## src/rtl/elbeth_lsu_ctrl_pkg.sv

```systemverilog
// Shared definitions for the ELBETH load/store unit: access size encodings,
// controller state encoding and the misalignment rule.
package elbeth_lsu_ctrl_pkg;

  localparam logic [3:0] WORD     = 4'b0000;
  localparam logic [3:0] HALFWORD = 4'b0001;
  localparam logic [3:0] BYTE     = 4'b0010;

  typedef enum logic [1:0] {
    LSU_IDLE = 2'd0,
    LSU_WAIT = 2'd1,
    LSU_DONE = 2'd2
  } lsu_state_e;

  // Unknown size encodings behave as WORD, so they share its alignment rule.
  function automatic logic lsu_misaligned(input logic [3:0] size, input logic [1:0] off);
    case (size)
      HALFWORD: return off[0];
      BYTE:     return 1'b0;
      default:  return (off != 2'b00);
    endcase
  endfunction

endpackage

```

## src/rtl/elbeth_lsu_ctrl_if.sv

```systemverilog
// Data-memory bus between the LSU controller (master) and data memory (slave).
interface elbeth_lsu_ctrl_if;

  logic [31:0] dmem_addr;
  logic [31:0] dmem_wdata;
  logic [3:0]  dmem_be;
  logic        dmem_en;
  logic [31:0] dmem_rdata;
  logic        dmem_ready;

  modport master (
    output dmem_addr,
    output dmem_wdata,
    output dmem_be,
    output dmem_en,
    input  dmem_rdata,
    input  dmem_ready
  );

  modport slave (
    input  dmem_addr,
    input  dmem_wdata,
    input  dmem_be,
    input  dmem_en,
    output dmem_rdata,
    output dmem_ready
  );

endinterface

```

## src/rtl/elbeth_lsu_align.sv

```systemverilog
// Combinational lane logic: store replication / byte enables from the live
// request, and load lane shift with zero/sign extension from the latched access.
module elbeth_lsu_align
  import elbeth_lsu_ctrl_pkg::*;
(
  input  logic [3:0]  st_size_i,
  input  logic [1:0]  st_off_i,
  input  logic [31:0] st_data_i,
  output logic [31:0] st_wdata_o,
  output logic [3:0]  st_be_o,

  input  logic [3:0]  ld_size_i,
  input  logic [1:0]  ld_off_i,
  input  logic        ld_signed_i,
  input  logic [31:0] ld_rdata_i,
  output logic [31:0] ld_data_o
);

  logic [31:0] shifted;

  always_comb begin
    st_be_o    = 4'b1111;
    st_wdata_o = st_data_i;
    case (st_size_i)
      BYTE: begin
        st_be_o    = 4'b0001 << st_off_i;
        st_wdata_o = {4{st_data_i[7:0]}};
      end
      HALFWORD: begin
        st_be_o    = 4'b0011 << {st_off_i[1], 1'b0};
        st_wdata_o = {2{st_data_i[15:0]}};
      end
      default: begin
        st_be_o    = 4'b1111;
        st_wdata_o = st_data_i;
      end
    endcase
  end

  always_comb begin
    shifted   = ld_rdata_i >> {ld_off_i, 3'b000};
    ld_data_o = shifted;
    case (ld_size_i)
      BYTE:     ld_data_o = {{24{ld_signed_i & shifted[7]}}, shifted[7:0]};
      HALFWORD: ld_data_o = {{16{ld_signed_i & shifted[15]}}, shifted[15:0]};
      default:  ld_data_o = shifted;
    endcase
  end

endmodule

```

## src/rtl/elbeth_lsu_ctrl.sv

```systemverilog
// MEM-stage load/store controller: one data-memory transaction per request,
// pipeline stall while in flight, misalignment and bus-timeout detection.
module elbeth_lsu_ctrl
  import elbeth_lsu_ctrl_pkg::*;
#(
  parameter int unsigned BUS_TIMEOUT = 255
) (
  input  logic                     clk,
  input  logic                     rst,
  input  logic                     mem_read,
  input  logic                     mem_write,
  input  logic [31:0]              mem_addr,
  input  logic [31:0]              mem_wdata,
  input  logic [3:0]               ctrl_data_size,
  input  logic                     ctrl_data_signed,
  elbeth_lsu_ctrl_if.master        dmem,
  output logic [31:0]              lsu_rdata,
  output logic                     lsu_stall,
  output logic                     exc_load_misaligned,
  output logic                     exc_store_misaligned,
  output logic                     exc_bus_error
);

  localparam int unsigned CW = (BUS_TIMEOUT < 2) ? 1 : $clog2(BUS_TIMEOUT + 1);

  lsu_state_e  state_q;
  logic [31:0] addr_q;
  logic [31:0] wdata_q;
  logic [3:0]  be_q;
  logic        en_q;
  logic [31:0] rdata_q;
  logic        bus_err_q;
  logic [3:0]  size_q;
  logic        signed_q;
  logic [1:0]  off_q;
  logic        load_q;
  logic [CW-1:0] cnt_q;
  logic [CW-1:0] cnt_d;

  logic        idle;
  logic        req;
  logic        mis;
  logic        issue;
  logic        timeout;
  logic [31:0] st_wdata;
  logic [3:0]  st_be;
  logic [31:0] ld_data;

  elbeth_lsu_align u_align (
    .st_size_i   (ctrl_data_size),
    .st_off_i    (mem_addr[1:0]),
    .st_data_i   (mem_wdata),
    .st_wdata_o  (st_wdata),
    .st_be_o     (st_be),
    .ld_size_i   (size_q),
    .ld_off_i    (off_q),
    .ld_signed_i (signed_q),
    .ld_rdata_i  (dmem.dmem_rdata),
    .ld_data_o   (ld_data)
  );

  assign idle    = (state_q == LSU_IDLE);
  assign req     = mem_read | mem_write;
  assign mis     = lsu_misaligned(ctrl_data_size, mem_addr[1:0]);
  assign issue   = idle & req & ~mis;
  assign cnt_d   = cnt_q + 1'b1;
  assign timeout = (32'(cnt_d) >= BUS_TIMEOUT);

  // Read wins when both directions are requested, including for exceptions.
  assign exc_load_misaligned  = idle & mem_read & mis;
  assign exc_store_misaligned = idle & ~mem_read & mem_write & mis;
  assign lsu_stall            = issue | (state_q == LSU_WAIT);

  assign dmem.dmem_addr  = addr_q;
  assign dmem.dmem_wdata = wdata_q;
  assign dmem.dmem_be    = be_q;
  assign dmem.dmem_en    = en_q;
  assign lsu_rdata       = rdata_q;
  assign exc_bus_error   = bus_err_q;

  always_ff @(posedge clk) begin
    if (rst) begin
      state_q   <= LSU_IDLE;
      addr_q    <= '0;
      wdata_q   <= '0;
      be_q      <= '0;
      en_q      <= 1'b0;
      rdata_q   <= '0;
      bus_err_q <= 1'b0;
      size_q    <= '0;
      signed_q  <= 1'b0;
      off_q     <= '0;
      load_q    <= 1'b0;
      cnt_q     <= '0;
    end else begin
      case (state_q)
        LSU_IDLE: begin
          if (issue) begin
            state_q  <= LSU_WAIT;
            en_q     <= 1'b1;
            addr_q   <= {mem_addr[31:2], 2'b00};
            be_q     <= mem_read ? 4'b0000 : st_be;
            wdata_q  <= st_wdata;
            size_q   <= ctrl_data_size;
            signed_q <= ctrl_data_signed;
            off_q    <= mem_addr[1:0];
            load_q   <= mem_read;
            cnt_q    <= '0;
          end
        end
        LSU_WAIT: begin
          if (dmem.dmem_ready) begin
            state_q <= LSU_DONE;
            en_q    <= 1'b0;
            rdata_q <= load_q ? ld_data : 32'h0;
          end else if (timeout) begin
            state_q   <= LSU_DONE;
            en_q      <= 1'b0;
            rdata_q   <= '0;
            bus_err_q <= 1'b1;
          end else begin
            cnt_q <= cnt_d;
          end
        end
        LSU_DONE: begin
          // Result and bus error are a one-cycle pulse for the advancing pipeline.
          state_q   <= LSU_IDLE;
          rdata_q   <= '0;
          bus_err_q <= 1'b0;
        end
        default: state_q <= LSU_IDLE;
      endcase
    end
  end

endmodule

```

## src/flat_wrapper.sv

```systemverilog
// flat-port wrapper written by rule: the top's interface ports become plain ports
module elbeth_lsu_ctrl_flat import elbeth_lsu_ctrl_pkg::*;
#(
  parameter int unsigned BUS_TIMEOUT = 255
)
  (clk, rst, mem_read, mem_write, mem_addr, mem_wdata, ctrl_data_size, ctrl_data_signed, lsu_rdata, lsu_stall, exc_load_misaligned, exc_store_misaligned, exc_bus_error, dmem_dmem_addr, dmem_dmem_wdata, dmem_dmem_be, dmem_dmem_en, dmem_dmem_rdata, dmem_dmem_ready);
  elbeth_lsu_ctrl_if dmem_i ();
  input  logic clk;
  input  logic rst;
  input  logic mem_read;
  input  logic mem_write;
  input  logic [31:0] mem_addr;
  input  logic [31:0] mem_wdata;
  input  logic [3:0] ctrl_data_size;
  input  logic ctrl_data_signed;
  output logic [31:0] lsu_rdata;
  output logic lsu_stall;
  output logic exc_load_misaligned;
  output logic exc_store_misaligned;
  output logic exc_bus_error;
  output wire logic [$bits(dmem_i.dmem_addr)-1:0] dmem_dmem_addr;
  output wire logic [$bits(dmem_i.dmem_wdata)-1:0] dmem_dmem_wdata;
  output wire logic [$bits(dmem_i.dmem_be)-1:0] dmem_dmem_be;
  output wire logic [$bits(dmem_i.dmem_en)-1:0] dmem_dmem_en;
  input wire logic [$bits(dmem_i.dmem_rdata)-1:0] dmem_dmem_rdata;
  input wire logic [$bits(dmem_i.dmem_ready)-1:0] dmem_dmem_ready;
  assign dmem_dmem_addr = dmem_i.dmem_addr;
  assign dmem_dmem_wdata = dmem_i.dmem_wdata;
  assign dmem_dmem_be = dmem_i.dmem_be;
  assign dmem_dmem_en = dmem_i.dmem_en;
  assign dmem_i.dmem_rdata = dmem_dmem_rdata;
  assign dmem_i.dmem_ready = dmem_dmem_ready;
  elbeth_lsu_ctrl #(.BUS_TIMEOUT(BUS_TIMEOUT)) u_core (.clk(clk), .rst(rst), .mem_read(mem_read), .mem_write(mem_write), .mem_addr(mem_addr), .mem_wdata(mem_wdata), .ctrl_data_size(ctrl_data_size), .ctrl_data_signed(ctrl_data_signed), .dmem(dmem_i), .lsu_rdata(lsu_rdata), .lsu_stall(lsu_stall), .exc_load_misaligned(exc_load_misaligned), .exc_store_misaligned(exc_store_misaligned), .exc_bus_error(exc_bus_error));
endmodule
```

## config.mk

```make
export PLATFORM = sky130hd
export DESIGN_NAME = elbeth_lsu_ctrl_flat
export DESIGN_NICKNAME = d
export VERILOG_FILES = /design/src/rtl/elbeth_lsu_ctrl_pkg.sv /design/src/rtl/elbeth_lsu_ctrl_if.sv /design/src/rtl/elbeth_lsu_align.sv /design/src/rtl/elbeth_lsu_ctrl.sv /design/src/flat_wrapper.sv
export SDC_FILE = /design/constraint.sdc
export NUM_CORES = 1
export LEC_CHECK = 0
export BUFFER_PORTS_ARGS = -buffer_cell sky130_fd_sc_hd__buf_2
export CORE_UTILIZATION = 45
export CTS_BUF_LIST = sky130_fd_sc_hd__clkbuf_16
export DETAILED_ROUTE_END_ITERATION = 16
export PLACE_DENSITY = 0.8
export SLEW_MARGIN = 25
export SYNTH_ARGS = -nofsm -noshare
export SYNTH_HDL_FRONTEND = slang
export SYNTH_HIERARCHICAL = 1
export SYNTH_SLANG_ARGS = --single-unit
```

## constraint.sdc

```tcl
create_clock -name clk -period 6.9 [get_ports clk]
set_input_delay 2.07 -clock clk [delete_from_list [all_inputs] [get_ports clk]]
set_output_delay 2.07 -clock clk [all_outputs]
set_load 0.02 [all_outputs]
```

After elaboration in Yosys (flattened, before gate mapping)
Cells that the tools add are included.
{"block": "totals", "in_bits": 106, "register_bits": 118}
{"block": "op_classes", "n_addsub": 1, "bitwise": 13, "n_mux": 24, "n_shift": 3, "magnitude_cmp": 1, "reduce_logical": 10, "n_eq_ne": 11}
{"cell": "one-hot mux 32 bit (2 select lines)", "n": 3}
{"cell": "2-to-1 mux 32 bit", "n": 3}
{"cell": ">> shifter 32 x 5 -> 32 bit", "n": 1}
{"cell": "2-to-1 mux 8 bit", "n": 3}
{"cell": "one-hot mux 8 bit (2 select lines)", "n": 1}
{"cell": "bitwise AND 1 bit", "n": 9}
{"cell": "adder 8 x 1 -> 8 bit (second input constant)", "n": 1}
{"cell": "== test 4 x 1 -> 1 bit (second input constant)", "n": 2}
{"cell": "== test 4 x 2 -> 1 bit (second input constant)", "n": 2}
{"cell": ">= comparator 8 bit (second input constant)", "n": 1}
{"cell": "one-hot mux 4 bit (2 select lines)", "n": 1}
{"cell": "2-to-1 mux 2 bit", "n": 3}
{"cell": "inequality test 2 bit (second input constant)", "n": 3}
{"cell": "one-hot mux 1 bit (2 select lines)", "n": 3}
{"cell": "AND reduction 2 bit", "n": 3}
{"cell": "AND reduction 3 bit", "n": 2}
{"cell": "nonzero test 2 bit", "n": 3}
{"cell": "2-to-1 mux 1 bit", "n": 5}
{"cell": "2-to-1 mux 4 bit", "n": 1}
{"cell": "one-hot mux 2 bit (2 select lines)", "n": 1}
{"cell": "AND reduction 4 bit", "n": 1}
{"cell": "<< shifter 1 x 2 -> 4 bit (first input constant)", "n": 1}
{"cell": "<< shifter 2 x 2 -> 4 bit (first input constant)", "n": 1}
{"cell": "inequality test 3 x 2 -> 1 bit (second input constant)", "n": 1}
{"cell": "other kinds (6)", "n": 8}

Logic depth before layout (Yosys ltp)
Gate-level depths: netlist of the first run.
{"block": "depth", "depth_word": 6, "ltp_mapped": 10}

By module
The synthesis of the first run kept the hierarchy.
{"module": "elbeth_lsu_ctrl", "area_each_um2": 4928.5, "n_inst": 1, "cells_per_inst": 596}
{"module": "elbeth_lsu_align", "area_each_um2": 1521.5, "n_inst": 1, "cells_per_inst": 210}

Least setup slack after synthesis of the first run
OpenSTA, ideal clock, no wires.
{"block": "synth_path", "path_type": "input -> output", "start": "input mem_addr[0]", "end": "output lsu_stall", "t_arrival_ns": 3.509, "cell_stages": 6, "slack_ns": 1.321, "t_required_ns": 4.830, "cell_sequence": "or4b_1 -> o211ai_1 -> nand2_1 -> clkbuf_1 -> clkbuf_1 -> nand2_1"}
{"block": "synth_between", "elab_chain_len": 5}
{"element": "start: declaration", "line": "flat_wrapper.sv:12", "rtl": "input logic [31:0] mem_addr;"}
{"element": "nonzero test 2 bit", "line": "elbeth_lsu_ctrl_pkg.sv:20", "rtl": "default: return (off != 2'b00);"}
{"element": "one-hot mux 1 bit (2 select lines) (*)", "line": "elbeth_lsu_ctrl_pkg.sv:17", "rtl": "case (size)"}
{"element": "NOT 1 bit (*)", "line": "elbeth_lsu_ctrl.sv:65", "rtl": "assign issue = idle & req & ~mis;"}
{"element": "bitwise AND 1 bit (*)", "line": "elbeth_lsu_ctrl.sv:65"}
{"element": "OR 1 bit (*)", "line": "elbeth_lsu_ctrl.sv:72", "rtl": "assign lsu_stall = issue | (state_q == LSU_WAIT);"}
{"element": "end: declaration", "line": "flat_wrapper.sv:17", "rtl": "output logic lsu_stall;"}
Mark *: on every way between the ends. The rest lies on a longest branch, timed or not.

Worst setup path in the final report of the first run
{"block": "layout_path", "start": "input ctrl_data_size[1]", "end": "output exc_store_misaligned"}
{"block": "layout_between", "elab_chain_len": 3, "elab_cells_between_ends": 4, "classes_between": "eq/ne (2); mux (1); bitwise (1)"}
{"element": "start: declaration", "line": "flat_wrapper.sv:14", "rtl": "input logic [3:0] ctrl_data_size;"}
{"element": "== test 4 x 2 -> 1 bit or == test 4 x 1 -> 1 bit (tied branches)", "line": "elbeth_lsu_ctrl_pkg.sv:17"}
{"element": "one-hot mux 1 bit (2 select lines) (*)", "line": "elbeth_lsu_ctrl_pkg.sv:17"}
{"element": "bitwise AND 1 bit (*)", "line": "elbeth_lsu_ctrl.sv:71", "rtl": "assign exc_store_misaligned = idle & ~mem_read & mem_write & mis;"}
{"element": "end: declaration", "line": "flat_wrapper.sv:19", "rtl": "output logic exc_store_misaligned;"}
Marked as above.

==> impl_metrics.csv, run 1 <==
group,metric,value,unit
sta,fmax,176,MHz
sta,finalMaxSlewViolations,0,
pwr,leakage,3.53,nW
clock_network,clkTransAtPathRegs,0.06,ns
run_status,outcome,"complete, no violations",
logic_synthesis,netlist_area,0.00645,sq mm
floorplanning,start_util,46.3,%
route,routed_wl,18.0,mm
sta,hold_viol_final,0,
sta,period_share,82.3,%
place,gp_congestion,0.930,
logic_synthesis,synth_cells,806,
clock_network,numCtsBuffers,17,
sta,skew,0.0171,ns
logic_synthesis,synth_commonest_cells,"nand2_1 (188), dfxtp_1 (118), a21oi_1 (96), nand2b_1 (47), mux2i_1 (41)",
clock_network,cts_tree,"yes",
grt,grt_max_degree,121,
route,drt-initial-drc-count,550,
pwr,irDropWorstVdd,0.200,mV
sta,setup_viol,0,
worst_setup_path,crit_fanout,40,
run,maxCapViolCount,0,
sta,hold_ws,0.451,ns
clock_network,clockBufferDepth,2,
logic_synthesis,ys_ff_latch,118,
clock_network,holdBufCountCts,0,
logic_synthesis,synth_top_area_share,36.6,%
grt,gr-total-overflow,0,
grt,grt_pass1_vias,5832,
clock_network,cts_resized,0,
grt,antenna_found_initial,0,
place,dp.final_hpwl,12.2,mm
sta,min_period,5.68,ns
floorplanning,rows,43,
worst_setup_path,path_cells,"buf_2 > or4b_1 > o211a_1 > and4b_1 > buf_2",
logic_synthesis,yosysMostFrequentCell,"nand2_1",
logic_synthesis,synth_edf_count,0,
final_layout,drive_gt1_share,29.0,%
clock_network,clock-sinks,118,
worst_setup_path,slowest_stage,"or4b_1",
route,drtAntennaViolNets,0,
route,vias,6344,
worst_setup_path,max_stage_delay,0.51,ns
sta,relSlewSlack,38.6,%
route,first_pass_iters,5,
logic_synthesis,synth_cell_types,67,
floorplanning,die-height,122,microns
logic_synthesis,synth-seq-area-share,36.6,%
sta,rsz0062_at_grt,"false",
grt,grt_util_all_layers,24.6,%
logic_synthesis,synthTopCellsByArea,"dfxtp_1 (37%), nand2_1 (11%), a21oi_1 (7.4%)",
floorplanning,core,0.0139,sq mm
route,viasPerCell,5.47,
route,drc,0,
place,portBuffers,208,
logic_synthesis,synth_top_area_cell,"dfxtp_1",
grt,grt_pass1_wl,28.5,mm
final_layout,fin_nets,1079,
logic_synthesis,syn_avg_cell_area,8.00,sq um
min_path,hold_path.class,"flip-flop to flip-flop",
worst_setup_path,arrival,3.61,ns
logic_synthesis,ys.flop_type,"dfxtp_1",
logic_synthesis,synthArstFlopShare,0,%
clock_network,cts_setup_buffers,0,
sta,worst_slew_pin_slew,0.920,ns
floorplanning,die_w,122,microns
logic_synthesis,yosys_warnings,6,
route,avgRoutedWirePerCell,15.5,microns
final_layout,syn_to_final_growth,23.8,%
clock_network,h-tree-depth,4,
final_layout,n_antenna_cell,0,
pwr,p_per_area,286,mW/mm^2
worst_setup_path,worstSetupStartpointType,"input pin",
clock_network,clock_latency,0.42,ns
floorplanning,ios,211,
worst_setup_path,crit_path_frequent_cell,"buf_2",
clock_network,clock_tree.root_cell,"clkbuf_16",
worst_setup_path,cp-end-kind,"output pin",
floorplanning,die_area,0.0148,sq mm
sta,final.setup.tns,0,ns
worst_setup_path,worstPathRequired,4.83,ns
worst_setup_path,crit_type,"input pin to output pin",
## where the power goes
group          switching, mW  internal [mW]  total [mW]
clock network          0.325          0.561       0.886
registers             0.0374          0.740       0.777
logic                  0.386          0.236       0.622
## area by class of cell
class	count	area [sq um]
well taps	180	225
multi-input cells	593	3630
fillers	1295	5950
clock inverters	15	164
flip-flops and latches	118	2360
inverters	24	90.1
repair buffers	213	1080
clock buffers	17	425
## worst max-delay path, delay by kind of cell
| kind | cells | cell delay [ns] |
|---|---|---|
| AOI/OAI and AO/OA | 1 | 0.18 |
| buffers and inverters | 2 | 0.62 |
| and+or+nand+nor | 2 | 0.72 |
## final timing paths
check,start,endpoint,slack (ns),cells after the start
max reg2reg,u_core/cnt_q[0],u_core/lsu_rdata[17],4.05,8
max,ctrl_data_size[1],exc_store_misaligned,1.22,5
min reg2reg,u_core/dmem.dmem_addr[22],u_core/dmem.dmem_addr[22],0.45,2
min,u_core/dmem.dmem_addr[22],u_core/dmem.dmem_addr[22],0.45,2
## metrics by stage
stage	area, sq um	worst slack [ns]	total power, mW	cells	util, %
final	7980	1.22	2.29	1160	57.3
after floorplan	6450	1.32	1.26	807	-
after detailed placement	7390	1.20	1.41	1128	53.1
after global placement	7390	1.22	1.40	1128	53.0
after global routing	7980	1.09	2.40	1160	57.3
after CTS	7980	1.20	2.30	1160	57.3
## routing by layer
layer / vias to the layer above / GRT usage [%] / share of wire [%]
li1: 3111 / - / -
met1: 2920 / 30.0 / 43
met2: 286 / 40.0 / 47
met3: 27 / 7.12 / 8.3
met4: 0 / 10.9 / 1.9
met5: - / 0 / 0
## cell usage in the layout (no fill, tap or decap), types with 5 or more instances in the layout
| master | n |
|---|---|
| nor3_1 | 8 |
| a221oi_1 | 9 |
| dfxtp_1 | 118 |
| a211oi_1 | 7 |
| ha_1 | 6 |
| clkbuf_16 | 17 |
| buf_2 | 207 |
| buf_4 | 5 |
| o21ai_0 | 9 |
| mux2i_1 | 41 |
| o32ai_1 | 5 |
| a21oi_1 | 96 |
| mux2_2 | 24 |
| o311ai_0 | 9 |
| nand2_1 | 187 |
| a211o_1 | 9 |
| inv_1 | 24 |
| o221ai_1 | 16 |
| clkinvlp_4 | 5 |
| nor2_1 | 34 |
| nand2b_1 | 47 |
| nor2b_1 | 13 |
## logic make-up (layout without fill, tap and decap cells)
group                      after synthesis  count (layout)  synth area share, %
AOI/OAI and AO/OA                      189             189                 19.5
buffers and inverters                   96             269                 7.20
DFF                                    118             118                 36.6
xor gates and xnor gates                 2               2                0.272
and+or+nand+nor                        328             328                 24.2
other                                    1               2               0.0581
muxes                                   66              66                 10.9
adders and majority gates                6               6                 1.16
## flip-flops by register name (all words and copies together), names as in the netlist
register / flops
u_core/cnt_q: 8
u_core/dmem.dmem_addr: 30
u_core/off_q: 2
u_core/load_q: 1
u_core/exc_bus_error: 1
u_core/dmem.dmem_en: 1
u_core/dmem.dmem_wdata: 32
u_core/size_q: 4
u_core/signed_q: 1
u_core/state_q: 2
u_core/dmem.dmem_be: 4
u_core/lsu_rdata: 32
Note: power is estimated with default switching activity, not from simulation.
==> run 2, diff against run 1 <==
PLACE_DENSITY = 0.83   (was 0.8)
clock period = 4.9 ns   (was 6.9 ns; I/O delays follow)
==> impl_metrics.csv, run 2 (synthesis gave the netlist of run 1 again) <==
group,metric,value,unit
clock_network,clock-sinks,118,
min_path,hold_path.class,"flip-flop to flip-flop",
sta,period_share,88.0,%
final_layout,final_cells,1162,
sta,setup_viol,0,
floorplanning,core,0.0139,sq mm
sta,finalMaxSlewViolations,0,
worst_setup_path,slowest_stage,"or4b_1",
final_layout,fillerInstances,1263,
run_status,outcome,"complete, no violations",
pwr,p_per_area,397,mW/mm^2
worst_setup_path,path_buf_inv,2,
worst_setup_path,crit_type,"input pin to output pin",
final_layout,drive_gt1_share,29.3,%
route,routed_wl,17.5,mm
clock_network,clock_latency,0.42,ns
grt,grt_util_all_layers,23.5,%
final_layout,stdcell_area,0.00799,sq mm
grt,grt_pass1_wl,27.3,mm
sta,final.setup.tns,0,ns
place,dp.final_hpwl,12.2,mm
sta,min_period,4.31,ns
clock_network,clock_tree.root_cell,"clkbuf_16",
route,drt-initial-drc-count,394,
final_layout,n_antenna_cell,0,
place,portBuffers,208,
worst_setup_path,rr_worst_depth,8,
clock_network,clkTransAtPathRegs,0.06,ns
sta,skew,0.0113,ns
worst_setup_path,cp.depth,6,
pwr,irDropWorstVdd,0.263,mV
floorplanning,die_area,0.0148,sq mm
worst_setup_path,r2r_setup_slack,1.59,ns
clock_network,cts_resized,0,
worst_setup_path,max_stage_delay,0.53,ns
place,gp_congestion,0.935,
worst_setup_path,crit_fanout,13,
sta,hold_viol_final,0,
worst_setup_path,worstSetupStartpointType,"input pin",
grt,antenna_found_initial,1,
clock_network,cts_setup_buffers,0,
grt,grt_pass1_vias,5660,
worst_setup_path,endpoint,"lsu_stall",
worst_setup_path,cpLargestDelayFamily,"simple AND/OR/NAND/NOR gates",
floorplanning,start_util,46.3,%
clock_network,h-tree-depth,4,
route,drc,0,
floorplanning,ios,211,
pwr,leakage,3.53,nW
sta,worst_slew_pin_slew,0.954,ns
sta,fmax,232,MHz
worst_setup_path,arrival,2.84,ns
floorplanning,rows,43,
grt,gr-total-overflow,0,
worst_setup_path,worst_r2r_startpoint,"u_core/cnt_q[0]",
run,maxCapViolCount,0,
worst_setup_path,startpoint,"ctrl_data_size[2]",
clock_network,holdBufCountCts,0,
final_layout,fin_nets,1081,
worst_setup_path,path_cells,"buf_2 > or4b_1 > o211ai_1 > nand2_2 > nand2_1 > buf_2",
route,viasPerCell,5.44,
worst_setup_path,crit_path_frequent_cell,"buf_2",
worst_setup_path,cp-end-kind,"output pin",
final_layout,syn_to_final_growth,23.9,%
clock_network,numCtsBuffers,17,
floorplanning,die_w,122,microns
place,place_area,0.00742,sq mm
floorplanning,die-height,122,microns
final_layout,final_common_cell,"buf_2",
route,first_pass_iters,5,
sta,relSlewSlack,36.1,%
route,drtAntennaViolNets,0,
grt,grt_max_degree,75,
worst_setup_path,worstPathRequired,3.43,ns
final_layout,final_cell_mix,"buf_2 (207), nand2_1 (187), dfxtp_1 (118)",
min_path,hold_depth,2,
clock_network,clockBufferDepth,2,
worst_setup_path,rr_endpoint,"u_core/lsu_rdata[1]",
sta,rsz0062_at_grt,"false",
route,avgRoutedWirePerCell,15.1,microns
clock_network,cts_tree,"yes",
place,placed_cells,1130,
route,vias,6321,
-- run 2: changes by cell type in the layout (fill, tap and decap cells not counted), sizes merged --
cell and delta:
clkinvlp -1, inv +4, bufinv -2, buf +2, clkinv -1
-- run 2: how the worst min path moves through the flow --
stage | to | slack [ns] | from
2_1_floorplan | u_core/load_q | 0.43 | u_core/load_q
3_3_place_gp | u_core/dmem.dmem_addr[13] | 0.44 | u_core/dmem.dmem_addr[13]
3_5_place_dp | u_core/dmem.dmem_addr[30] | 0.45 | u_core/dmem.dmem_addr[30]
4_1_cts | u_core/dmem.dmem_wdata[27] | 0.45 | u_core/dmem.dmem_wdata[27]
5_1_grt | u_core/dmem.dmem_addr[26] | 0.47 | u_core/dmem.dmem_addr[26]
6_report | u_core/dmem.dmem_addr[31] | 0.45 | u_core/dmem.dmem_addr[31]
-- run 2: through the flow --
stage	total power [mW]	utilization (%)	hold slack (ns)	worst slack, ns
global placement	1.98	53.2	0.438	0.586
CTS	3.20	57.3	0.454	0.554
detailed placement	1.99	53.2	0.446	0.566
floorplan	1.77	-	0.432	0.521
finish	3.17	57.3	0.451	0.590
global route	3.32	57.3	0.473	0.510
-- run 2: layer usage --
metal | global-route usage (%) | vias to the layer above | wire, microns
met2 | 38.1 | 268 | 8220
li1 | - | 3124 | -
met1 | 28.6 | 2901 | 7470
met3 | 7.02 | 28 | 1440
met4 | 10.9 | 0 | 370
met5 | 0 | - | 0
-- run 2: power by group --
group          total, mW  leakage [nW]  switching [mW]  internal, mW
Combinational      0.884          2.30           0.546         0.339
Clock               1.19         0.267           0.486         0.708
Sequential          1.10         0.958          0.0550          1.04
Total               3.17          3.53            1.09          2.09
-- run 2: area by class of cell --
class,instances,area (sq um),share of cell area [%]
multi-input cells,593,3630,45.5
flip-flops and latches,118,2360,29.6
repair buffers,215,1110,13.9
clock buffers,17,425,5.32
well taps,180,225,2.82
clock inverters,15,148,1.85
inverters,24,90.1,1.13
-- run 2: worst register-to-register path, cell delays in order (launching register included) --
cell     delay [ns]
dfxtp_1        0.52
ha_1           0.43
a21oi_1        0.11
o311a_1        0.30
a211o_1        0.26
and2_1         0.23
o21ai_4        0.78
buf_4          0.36
mux2i_1        0.22
